--- config.mk ---
export PLATFORM = sky130hd
export DESIGN_NAME = mem_stage_flat
export DESIGN_NICKNAME = d
export VERILOG_FILES = /design/src/rtl/mem_stage_pkg.sv /design/src/rtl/mem_stage_if.sv /design/src/rtl/mem_load_align.sv /design/src/rtl/mem_stage.sv /design/src/flat_wrapper.sv
export SDC_FILE = /design/constraint.sdc
export NUM_CORES = 1
export LEC_CHECK = 0
export BUFFER_PORTS_ARGS = -buffer_cell sky130_fd_sc_hd__buf_2
export CORE_ASPECT_RATIO = 0.75
export CORE_MARGIN = 2
export CORE_UTILIZATION = 35
export DETAILED_ROUTE_END_ITERATION = 7
export GPL_ROUTABILITY_DRIVEN = 0
export HOLD_SLACK_MARGIN = 0.08
export PLACE_DENSITY_LB_ADDON = 0.12
export SLEW_MARGIN = 20
export SYNTH_ARGS = -nofsm -noshare
export SYNTH_HDL_FRONTEND = slang
export SYNTH_SLANG_ARGS = --single-unit
export TNS_END_PERCENT = 5
--- constraint.sdc ---
create_clock -name clk -period 1.85 [get_ports clk]
set_input_delay 0.0925 -clock clk [delete_from_list [all_inputs] [get_ports clk]]
set_output_delay 0.0925 -clock clk [all_outputs]
set_load 0.01 [all_outputs]
--- src/rtl/mem_stage_pkg.sv ---
// mem_stage_pkg -- shared widths, stall encoding and bus layouts for the MEM stage.
//
// Contents:
//   EX_TO_MEM_WD, LOAD_SRAM_DATA_WD, MEM_TO_WB_WD, MEM_TO_ID_WD : bus widths
//   STALL_BUS, STOP, NO_STOP                                     : stall vector encoding
//   ex_to_mem_t  : field view of the EX->MEM bus
//   load_flags_t : one-hot load-type flags {lb, lbu, lh, lhu, lw}
package mem_stage_pkg;

  localparam int EX_TO_MEM_WD      = 76;
  localparam int LOAD_SRAM_DATA_WD = 5;
  localparam int MEM_TO_WB_WD      = 70;
  localparam int MEM_TO_ID_WD      = 38;
  localparam int STALL_BUS         = 6;

  localparam logic STOP    = 1'b1;
  localparam logic NO_STOP = 1'b0;

  typedef struct packed {
    logic [31:0] pc;
    logic        ram_en;
    logic [3:0]  ram_wen;
    logic        sel_rf_res;
    logic        rf_we;
    logic [4:0]  rf_waddr;
    logic [31:0] ex_result;
  } ex_to_mem_t;

  typedef struct packed {
    logic lb;
    logic lbu;
    logic lh;
    logic lhu;
    logic lw;
  } load_flags_t;

endpackage

--- src/rtl/mem_stage_if.sv ---
// mem_stage_if -- EX->MEM inputs, SRAM read data and MEM->WB/ID outputs of the MEM stage.
//
// Signals:
//   ex_to_mem_bus     [75:0] EX->MEM bus
//   load_sram_ex_data [4:0]  load-type flags from EX
//   data_ram_sel      [3:0]  byte-lane select from EX
//   data_sram_rdata   [31:0] synchronous SRAM read data
//   mem_to_wb_bus     [69:0] {pc, rf_we, rf_waddr, rf_wdata} to WB
//   mem_to_id_bus     [37:0] {rf_we, rf_waddr, rf_wdata} forwarding to ID
//   mem_adel                 misaligned-load flag
// Modports: master = upstream/environment side, slave = mem_stage.
interface mem_stage_if;
  import mem_stage_pkg::*;

  logic [EX_TO_MEM_WD-1:0]      ex_to_mem_bus;
  logic [LOAD_SRAM_DATA_WD-1:0] load_sram_ex_data;
  logic [3:0]                   data_ram_sel;
  logic [31:0]                  data_sram_rdata;
  logic [MEM_TO_WB_WD-1:0]      mem_to_wb_bus;
  logic [MEM_TO_ID_WD-1:0]      mem_to_id_bus;
  logic                         mem_adel;

  modport master (
    output ex_to_mem_bus, load_sram_ex_data, data_ram_sel, data_sram_rdata,
    input  mem_to_wb_bus, mem_to_id_bus, mem_adel
  );

  modport slave (
    input  ex_to_mem_bus, load_sram_ex_data, data_ram_sel, data_sram_rdata,
    output mem_to_wb_bus, mem_to_id_bus, mem_adel
  );

endinterface

--- src/rtl/mem_load_align.sv ---
// mem_load_align -- combinational load-data extraction for the MEM stage.
//
// Ports:
//   flags      in  load_flags_t  one-hot {lb, lbu, lh, lhu, lw}
//   sel        in  [3:0]         byte-lane select
//   rdata      in  [31:0]        effective SRAM read word
//   load_value out [31:0]        selected and extended load result
// Unlisted sel patterns or no flag set give 0.
module mem_load_align
  import mem_stage_pkg::*;
(
  input  load_flags_t flags,
  input  logic [3:0]  sel,
  input  logic [31:0] rdata,
  output logic [31:0] load_value
);

  logic [7:0]  byte_v;
  logic [15:0] half_v;
  logic        byte_ok;
  logic        half_ok;

  // NOTE: every output of this always_comb gets a default first, so no path
  // through the case statements can leave a value unassigned and infer a latch.
  always_comb begin
    byte_v     = '0;
    half_v     = '0;
    byte_ok    = 1'b0;
    half_ok    = 1'b0;
    load_value = '0;

    case (sel)
      4'b0001: begin byte_v = rdata[7:0];   byte_ok = 1'b1; end
      4'b0010: begin byte_v = rdata[15:8];  byte_ok = 1'b1; end
      4'b0100: begin byte_v = rdata[23:16]; byte_ok = 1'b1; end
      4'b1000: begin byte_v = rdata[31:24]; byte_ok = 1'b1; end
      default: ;
    endcase

    case (sel)
      4'b0011: begin half_v = rdata[15:0];  half_ok = 1'b1; end
      4'b1100: begin half_v = rdata[31:16]; half_ok = 1'b1; end
      default: ;
    endcase

    if (flags.lw) begin
      load_value = rdata;
    end else if (flags.lh && half_ok) begin
      load_value = {{16{half_v[15]}}, half_v};
    end else if (flags.lhu && half_ok) begin
      load_value = {16'b0, half_v};
    end else if (flags.lb && byte_ok) begin
      load_value = {{24{byte_v[7]}}, byte_v};
    end else if (flags.lbu && byte_ok) begin
      load_value = {24'b0, byte_v};
    end
  end

endmodule

--- src/rtl/mem_stage.sv ---
// mem_stage -- pipeline MEM stage: registers the EX->MEM bus, extracts load data
// from the synchronous data SRAM and drives the WB and ID-forwarding buses.
//
// Ports:
//   clk    in  clock
//   rst    in  synchronous, active-high reset
//   stall  in  [5:0] global stall vector; stall[3] = this stage, stall[4] = WB
//   bus    mem_stage_if.slave (EX bus, load flags, lane select, SRAM rdata in;
//          mem_to_wb_bus, mem_to_id_bus, mem_adel out)
//
// Optional feature: define MEM_UNALIGNED_CHECK_EN to flag misaligned lh/lhu/lw
// on mem_adel and suppress their register write; otherwise mem_adel is 0.
module mem_stage
  import mem_stage_pkg::*;
(
  input  logic                 clk,
  input  logic                 rst,
  input  logic [STALL_BUS-1:0] stall,
  mem_stage_if.slave           bus
);

  ex_to_mem_t  ex_in;
  ex_to_mem_t  ex_q;
  load_flags_t load_q;
  logic [3:0]  sel_q;
  logic [31:0] rdata_q;
  logic        hold_v;

  logic        stop_mem;
  logic        stop_wb;
  logic        bubble;
  logic        capture;

  logic [31:0] rdata_eff;
  logic [31:0] load_value;
  logic [31:0] rf_wdata;
  logic        adel;
  logic        rf_we_out;

  assign ex_in    = ex_to_mem_t'(bus.ex_to_mem_bus);
  assign stop_mem = (stall[3] == STOP);
  assign stop_wb  = (stall[4] == STOP);
  assign bubble   = stop_mem && !stop_wb;
  assign capture  = !stop_mem;

  // NOTE: state registers use non-blocking assignments so every flop samples
  // pre-edge values regardless of statement order.
  always_ff @(posedge clk) begin
    if (rst) begin
      ex_q    <= '0;
      load_q  <= '0;
      sel_q   <= '0;
      rdata_q <= '0;
      hold_v  <= 1'b0;
    end else if (bubble) begin
      ex_q    <= '0;
      load_q  <= '0;
      sel_q   <= '0;
      hold_v  <= 1'b0;
    end else if (capture) begin
      ex_q    <= ex_in;
      load_q  <= load_flags_t'(bus.load_sram_ex_data);
      sel_q   <= bus.data_ram_sel;
      hold_v  <= 1'b0;
    end else if (!hold_v) begin
      // First stalled cycle: the SRAM word for this load is on the bus now and
      // may change afterwards, so freeze it.
      rdata_q <= bus.data_sram_rdata;
      hold_v  <= 1'b1;
    end
  end

  assign rdata_eff = hold_v ? rdata_q : bus.data_sram_rdata;

  mem_load_align u_load_align (
    .flags      (load_q),
    .sel        (sel_q),
    .rdata      (rdata_eff),
    .load_value (load_value)
  );

  assign rf_wdata = ex_q.sel_rf_res ? load_value : ex_q.ex_result;

`ifdef MEM_UNALIGNED_CHECK_EN
  assign adel = ((load_q.lh || load_q.lhu) && ex_q.ex_result[0]) ||
                (load_q.lw && (ex_q.ex_result[1:0] != 2'b00));
`else
  assign adel = 1'b0;
`endif

  assign rf_we_out = ex_q.rf_we && !adel;

  assign bus.mem_to_wb_bus = {ex_q.pc, rf_we_out, ex_q.rf_waddr, rf_wdata};
  assign bus.mem_to_id_bus = {rf_we_out, ex_q.rf_waddr, rf_wdata};
  assign bus.mem_adel      = adel;

  // Store-side fields and other stages' stall bits are carried but not used here.
  logic unused_bits;
  assign unused_bits = ^{ex_q.ram_en, ex_q.ram_wen, stall[5], stall[2:0]};

endmodule

--- src/flat_wrapper.sv ---
// flat-port wrapper written by rule: the top's interface ports become plain ports
module mem_stage_flat import mem_stage_pkg::*;
  (clk, rst, stall, bus_ex_to_mem_bus, bus_load_sram_ex_data, bus_data_ram_sel, bus_data_sram_rdata, bus_mem_to_wb_bus, bus_mem_to_id_bus, bus_mem_adel);
  mem_stage_if bus_i ();
  input  logic clk;
  input  logic rst;
  input  logic [STALL_BUS-1:0] stall;
  input wire logic [$bits(bus_i.ex_to_mem_bus)-1:0] bus_ex_to_mem_bus;
  input wire logic [$bits(bus_i.load_sram_ex_data)-1:0] bus_load_sram_ex_data;
  input wire logic [$bits(bus_i.data_ram_sel)-1:0] bus_data_ram_sel;
  input wire logic [$bits(bus_i.data_sram_rdata)-1:0] bus_data_sram_rdata;
  output wire logic [$bits(bus_i.mem_to_wb_bus)-1:0] bus_mem_to_wb_bus;
  output wire logic [$bits(bus_i.mem_to_id_bus)-1:0] bus_mem_to_id_bus;
  output wire logic [$bits(bus_i.mem_adel)-1:0] bus_mem_adel;
  assign bus_i.ex_to_mem_bus = bus_ex_to_mem_bus;
  assign bus_i.load_sram_ex_data = bus_load_sram_ex_data;
  assign bus_i.data_ram_sel = bus_data_ram_sel;
  assign bus_i.data_sram_rdata = bus_data_sram_rdata;
  assign bus_mem_to_wb_bus = bus_i.mem_to_wb_bus;
  assign bus_mem_to_id_bus = bus_i.mem_to_id_bus;
  assign bus_mem_adel = bus_i.mem_adel;
  mem_stage u_core (.clk(clk), .rst(rst), .stall(stall), .bus(bus_i));
endmodule
* Yosys cells after proc, flatten, opt, wreduce, memory -nomap -nowiden
Cells that the tools add are included.
** Word-level totals
- Output and inout port bits :: 109
- Bits in registers :: 113
- Input port bits :: 125
** Cells by class
- Equal/unequal tests :: 6
- Multiplexer cells :: 12
- Bitwise operators :: 1
- Reductions and logical operators :: 10
** Operator list (count)
- $mux W32 :: 6
- $pmux W16 S2 :: 1
- $pmux W8 S4 :: 1
- $eq A4 B2 Y1 const B :: 2
- $eq A4 B4 Y1 const B :: 2
- $mux W8 :: 1
- $logic_and A1 B1 Y1 :: 5
- $eq A4 B1 Y1 const B :: 1
- $eq A4 B3 Y1 const B :: 1
- $reduce_or A2 Y1 :: 2
- $reduce_or A4 Y1 :: 1
- $mux W1 :: 3
- $reduce_and A2 Y1 :: 1
- $logic_not A1 Y1 :: 1
- $not A1 Y1 :: 1

* Logic depth before layout (Yosys ltp)
Gate-level depths: netlist (run 1).
- Depth after elaboration :: 10
- Mapped depth :: 8
- Gate-level depth less buffers :: 4

* By module
Synthesis (run 1) repeated with hierarchy kept, for this count alone.
** Second synthesis, totals
- Cells, all modules :: 797
- Area, all modules :: 6832.8 µm²
** Modules (own cells, without submodules)
- mem_stage :: area each 5873.1 µm², seq. area each 2262.2 µm², cells an instance 649, times used 1
- mem_load_align :: area each 959.7 µm², seq. area each 0.0 µm², cells an instance 148, times used 1

* Least setup slack after synthesis (run 1)
OpenSTA, ideal clock, no wires.
- Path kind :: flip-flop to output port
- Start point :: reg u_core.sel_q[0]
- End point :: out bus_mem_to_wb_bus[0]
- Path buffers :: 2
- Data arrival time :: 1.848 ns
- Stages on the path, launching flop included :: 6
- Data required time :: 1.757 ns
- Path slack :: -0.090 ns
- Path through :: dfxtp_1 buf_2 or4b_1 a211o_1 o21ai_0 buf_4
** On the way
- Longest elaborated chain between the ends :: 10
- Elaborated cells on any way between the ends :: 22
- Classes of those cells :: eq/ne: 6; mux: 10; reduce/logical: 6
** RTL lines
- from (decl) :: line mem_stage.sv:25 : logic [3:0] sel_q;
- from (signal assigned) :: line mem_stage.sv:63 : sel_q <= bus.data_ram_sel;
- $eq A4 B4 Y1, or another cell as far along :: line mem_load_align.sv:32 : case (sel)
- $reduce_or A4 Y1 (no line)
- $mux W1 :: line mem_load_align.sv:32
- $logic_and A1 B1 Y1 :: line mem_load_align.sv:54 : end else if (flags.lbu && byte_ok) begin
- $mux W8 :: line mem_load_align.sv:54
- $mux W32 :: line mem_load_align.sv:52 : end else if (flags.lb && byte_ok) begin
- $mux W32 :: line mem_load_align.sv:50 : end else if (flags.lhu && half_ok) begin
- $mux W32 * :: line mem_load_align.sv:48 : end else if (flags.lh && half_ok) begin
- $mux W32 * :: line mem_load_align.sv:46 : if (flags.lw) begin
- $mux W32 * :: line mem_stage.sv:82 : assign rf_wdata = ex_q.sel_rf_res ? load_value : ex_q.ex_result;
- to (decl) :: line flat_wrapper.sv:12 : output wire logic [$bits(bus_i.mem_to_wb_bus)-1:0] bus_mem_to_wb_bus;
Mark *: on every way between the ends. The rest lies on a longest branch, timed or not.

* Worst setup path after layout (run 1)
- Start point :: reg u_core.sel_q[2]
- End point :: out bus_mem_to_wb_bus[1]
The elaborated chain is that of the path after synthesis.

==> results of run 1 <==
[power groups by stage]
stage	combinational (uW)	clock, uW	sequential [uW]
finish	1430	3150	2650
global route	1550	3350	2670
CTS	1400	3210	2650
detailed placement	1240	0	2700
global placement	1220	0	2700
floorplan	841	0	2670
[cells in the mapped netlist]
library cell,count
buf_1,5
inv_1,9
o211ai_1,1
a211oi_1,26
or2_2,1
nor2b_1,1
and2_1,1
a21oi_4,2
o22ai_1,38
a21o_1,1
dfxtp_1,113
a211o_1,1
o21ai_0,33
nor2_1,115
nand3_1,25
o32ai_2,1
buf_4,79
a21oi_2,19
mux2i_1,119
conb_1,1
o22ai_4,1
nand4bb_1,2
a21oi_1,29
buf_2,10
clkbuf_1,35
nand2_1,1
buf_6,4
or4b_4,1
o21ai_4,1
xor2_1,1
nand2b_1,4
or4b_1,2
[cells by family after synthesis]
kind of cell	synth area share
multiplexers	0.1980
AND/OR/NAND/NOR	0.1098
AO/OA/AOI/OAI	0.1693
XOR/XNOR	0.001456
buffers and inverters	0.1449
flip-flops	0.3760
other	0.0006232
[worst register-to-register path: cells and delay by family (launching register included)]
family	cells	cell delay (ns)
buffers and inverters	1	0.18
flip-flops	1	0.41
multiplexers	1	0.27
AND/OR/NAND/NOR	2	0.46
[final cells by class]
class,count,area [sq um]
Inverter,9,33.78
Sequential cell,113,2280
Tap cell,215,269.0
Antenna cell,1,2.502
Timing Repair Buffer,385,2698
Multi-Input combinational cell,427,3168
Clock inverter,14,131.4
Clock buffer,18,439.2
Fill cell,1516,7805
[through the flow]
stage | cell area, sq um | power [uW] | worst slack, ns | setup TNS, ns
final | 9021 | 7237 | -0.4507 | -25.78
after global routing | 9019 | 7566 | -0.5278 | -30.59
after CTS | 8877 | 7263 | -0.4614 | -27.04
after detailed placement | 7363 | 3940 | -0.1293 | -5.655
after global placement | 7363 | 3917 | -0.08368 | -2.443
after floorplan | 6182 | 3512 | -0.06961 | -1.676
[worst paths after layout]
kind                                  endpoint  slack, ns  cells after the start
setup / recovery          bus_mem_to_wb_bus[1]      -0.45                      4
hold / removal    u_core.bus.mem_to_id_bus[33]       0.12                      3
setup reg to reg             u_core.rdata_q[0]       0.41                      4
hold reg to reg                u_core.ex_q[21]       0.49                      2
[state kept, by name, indices dropped and copies added, names as in the netlist]
| name | cells |
|---|---|
| u_core.bus.mem_to_wb_bus | 32 |
| u_core.bus.mem_to_id_bus | 5 |
| u_core.rdata_q | 32 |
| u_core.ex_q | 33 |
| u_core.load_q | 5 |
| u_core.sel_q | 4 |
| u_core.rf_we_out | 1 |
| u_core.hold_v | 1 |
[layer usage]
metal,global-route usage,vias to the layer above,part of all wire
met2,0.3537,230,0.48
met4,0.06537,0,0.013
met1,0.2764,2758,0.44
met3,0.05118,23,0.067
li1,-,2861,-
met5,0,-,0
[what timing repair did]
action                     4_1_cts  5_1_grt
buffers inserted                 0        1
setup endpoints to repair       64       64
pin swaps                        3        9
hold endpoints to repair        87        0
hold buffers                    87        0
gates resized for setup         19       25
gates cloned                     0        1
==> results.yml, run 1 <==
status:
  status: "finished with violations"
  violations: "setup timing"
timing:
  clock.fmax_ghz: 0.4347
  worst_pin_slew_ns: 0.5758
  finClkSkew_ns: 0.008040
  period_share: 1.244
  slew_violations: 0
  rsz0062_at_grt: "true"
  fin_ws_ns: -0.4507
  slew_headroom: 0.6147
  finalCriticalPeriod_ns: 2.301
  hold_viol_final: 0
  hold_ws_ns: 0.1185
  finalSetupViolations: 64
global_routing:
  track_usage: 0.2140
  grt_pass1_wl_microns: 30620
  grt_overflow_total: 0
  antenna_found_initial: 1
  grt_max_degree: 71
  grt_pass1_vias: 5731
cts:
  cts-buffers-inserted: 17
  clk_path_buf_depth: 2
  cts_sinks: 113
  cts_tree: "built"
  clock_latency_ns: 0.42
  path_clk_slew_ns: 0.06
  root_buffer: "clkbuf_16"
  htree_levels: 4
logic_synthesis:
  syn-cell-area_sq_mm: 0.006017
  ys_ff_latch: 113
  synthCells: 682
  ys_warn_count: 0
  synthDistinctLibCells: 32
  ys_seq_area_frac: 0.3760
  yosys.area.top_type: "dfxtp_1"
  synth.area.top_cells: "dfxtp_1, mux2i_1, buf_4"
  synth_top_area_share: 0.3760
  syn-num-nets: 807
  synth.avg_cell_area_sq_um: 8.823
floorplan:
  start_util: 0.3576
  dieArea_sq_mm: 0.01827
  die_w_microns: 155.4
  ios: 234
  die_h_microns: 117.6
  coreArea_sq_mm: 0.01683
  rows: 41
worst_setup_path:
  start_kind: "flip-flop"
  worstSetupEndpointType: "output pin"
  crit_required_ns: 1.76
  cpPeakStageDelay_ns: 0.57
  crit_slowest_cell: "or4b_4"
  crit_buf_inv: 1
  r2r_start: "u_core.hold_v"
  critPathLaunch: "u_core.sel_q[2]"
  arrival_ns: 2.21
  path_delay_family: "compound AO/OA/AOI/OAI gates"
  worst-path-max-fanout: 8
  cp_cell_sequence: "or4b_4, a211o_4, o21ai_2, buf_2"
  crit_type: "flip-flop to output pin"
power:
  pwr-share-seq: 0.367
  power.clock.fraction: 0.435
  sw_frac_of_total: 0.2851
  p_switching_uw: 2063
  leakagePower_uw: 0.004112
  powerDensity_mw_per_mm2: 802.2
  cellInternalPower_uw: 5174
  peakVddDrop_mv: 0.5247
  p_comb_frac: 0.198
finish:
  areaGrowthSynthToFinish_pct: 49.93
  stdcell_count: 1182
  drive_above_1_share: 0.3996
  final_cell_mix: "buf_2, nor2_1, mux2i_1"
  nNetsFinal: 1078
  final_util: 0.5361
  layout_commonest_cell: "buf_2"
placement:
  io_buffers: 223
  hpwlAfterDp_microns: 13840
  dpl.cell_count: 1061
min_path:
  min_path_type: "input pin to flip-flop"
  hold_path_startpoint: "stall[3]"
run:
  drv_cap: 0
routing:
  post_drt_via_cell_ratio: 4.968
  dr.pass1.iters: 5
  drc: 0
  wl_per_cell_microns: 16.84
  routed_wl_microns: 19900
  ant_nets: 0
  drt_iter0_drc: 351
  vias: 5872
Note: power is estimated with default switching activity, not from simulation.
==> inputs of run 2 (changes only) <==
Settings changed: RECOVER_POWER from default to 50.
==> run 2 against run 1 <==
Effect of this change:
- the flow still finishes with violations (setup timing)
- count of clock-buffer cells in the layout stayed put
- worst setup slack better by 0.0055 ns
- die area stayed put
- final area is 0.29% lower
- utilization is 0.16 points lower
- global-route usage stayed put
- clock power hardly changed
- first-iteration DRC count is 9.1% lower
- fmax is 0.24% higher
- total power hardly changed
- combinational power hardly changed
==> results.yml, run 2 (synthesis gave the netlist of run 1 again) <==
placement:
  io_buffers: 223
  hpwlAfterDp_microns: 13840
  dp_worst_setup_slack_ns: -0.1293
  dpl.cell_count: 1061
routing:
  wl_met3_microns: 1370
  routed_wl_microns: 19820
  top_layer: "met4"
  dr.pass1.iters: 5
  wl_per_cell_microns: 16.77
  vias: 5897
  ant_nets: 0
  drt_iter0_drc: 319
  drc: 0
  met2_length_microns: 9416
  met1Wirelength_microns: 8706
  post_drt_via_cell_ratio: 4.989
floorplan:
  die_w_microns: 155.4
  rows: 41
  start_util: 0.3576
  dieArea_sq_mm: 0.01827
  coreArea_sq_mm: 0.01683
  die_h_microns: 117.6
  ios: 234
cts:
  htree_levels: 4
  cts_tree: "built"
  root_buffer: "clkbuf_16"
  path_clk_slew_ns: 0.06
  clk_path_buf_depth: 2
  clock_latency_ns: 0.42
  cts_sinks: 113
  cts-buffers-inserted: 17
worst_setup_path:
  path_delay_family: "simple AND/OR/NAND/NOR gates"
  crit_required_ns: 1.76
  crit_buf_inv: 2
  crit_slowest_cell: "or4b_4"
  worstSetupEndpointType: "output pin"
  start_kind: "flip-flop"
  cp_cell_sequence: "or4b_4, o22ai_4, o21ai_4, buf_12, a21oi_4, buf_2"
  worst-path-max-fanout: 9
  cpPeakStageDelay_ns: 0.57
  arrival_ns: 2.20
  crit_type: "flip-flop to output pin"
status:
  violations: "setup timing"
  status: "finished with violations"
finish:
  stdcell_count: 1182
  largest_reg_flops: 33
  final_cell_mix: "buf_2, nor2_1, mux2i_1"
  regMostFlops: "u_core.ex_q"
  layout_commonest_cell: "buf_2"
  areaGrowthSynthToFinish_pct: 49.49
  n_fill_cell: 1520
  nNetsFinal: 1078
  drive_above_1_share: 0.3975
timing:
  hold_viol_final: 0
  slew_headroom: 0.1414
  period_share: 1.241
  slew_violations: 0
  finalCriticalPeriod_ns: 2.295
  rsz0062_at_grt: "true"
  worst_pin_slew_ns: 1.288
  tns_ns: -37.97
  fin_ws_ns: -0.4451
  finClkSkew_ns: 0.006992
  finalSetupViolations: 134
  clock.fmax_ghz: 0.4357
global_routing:
  grt_max_degree: 71
  grt_overflow_total: 0
  track_usage: 0.2140
  antenna_found_initial: 1
  grt_pass1_vias: 5731
  grt_pass1_wl_microns: 30620
power:
  peakVddDrop_mv: 0.5246
  leakagePower_uw: 0.004100
  powerDensity_mw_per_mm2: 804.6
run:
  drv_cap: 0
min_path:
  min_path_type: "input pin to flip-flop"
==> run 2: per-stage QoR <==
stage | total power, uW | util | hold slack [ns] | instance area (sq um)
floorplan | 3512 | - | 0.2364 | 6182
global placement | 3917 | 0.4376 | 0.3212 | 7363
detailed placement | 3940 | 0.4376 | 0.3304 | 7363
CTS | 7263 | 0.5276 | 0.1041 | 8877
global route | 7564 | 0.5344 | 0.1777 | 8992
finish | 7237 | 0.5346 | 0.1481 | 8995
==> run 2: timing repair <==
| action | 4_1_cts | 5_1_grt |
|---|---|---|
| hold buffers | 87 | 0 |
| cloned | 0 | 1 |
| endpoints found under the setup margin | 64 | 64 |
| gates resized for setup | 19 | 25 |
| pin swaps | 3 | 9 |
| buffers inserted | 0 | 1 |
| endpoints found under the hold margin | 87 | 0 |
==> run 2: per-layer routing <==
| layer | vias up | track usage |
|---|---|---|
| li1 | 2858 | - |
| met1 | 2773 | 0.2764 |
| met2 | 238 | 0.3537 |
| met3 | 28 | 0.05118 |
| met4 | 0 | 0.06537 |
| met5 | - | 0 |
==> run 2: final timing paths <==
path                           start                    end  slack [ns]  depth (start not counted)
max                  u_core.sel_q[3]  bus_mem_to_wb_bus[22]       -0.45                          6
min          bus_data_sram_rdata[27]     u_core.rdata_q[27]        0.15                          4
max reg2reg            u_core.hold_v     u_core.rdata_q[19]        0.41                          6
min reg2reg          u_core.ex_q[21]        u_core.ex_q[21]        0.49                          2
==> run 2: cell type report <==
| cell class | instances | area (sq um) | area share |
|---|---|---|---|
| Clock buffer | 18 | 439.2 | 0.04882 |
| Tap cell | 215 | 269.0 | 0.02991 |
| Sequential cell | 113 | 2280 | 0.2534 |
| Clock inverter | 14 | 131.4 | 0.01461 |
| Antenna cell | 1 | 2.502 | 0.0002782 |
| Multi-Input combinational cell | 427 | 3167 | 0.3521 |
| Inverter | 9 | 33.78 | 0.003756 |
| Timing Repair Buffer | 385 | 2673 | 0.2971 |
==> run 2: where the power goes <==
group	switching [uW]	internal [uW]	leakage [uW]	total, uW
clock network	1260	1890	0.000269	3150
registers	87.8	2570	0.000932	2650
logic	718	714	0.00290	1430
total	2060	5170	0.00410	7240
==> run 2: tightest hold or removal path: cells and delay by family <==
family / cells / cell delay (ns)
AOI/OAI and AO/OA: 1 / 0.06
buffers and inverters: 2 / 0.24
muxes: 1 / 0.12
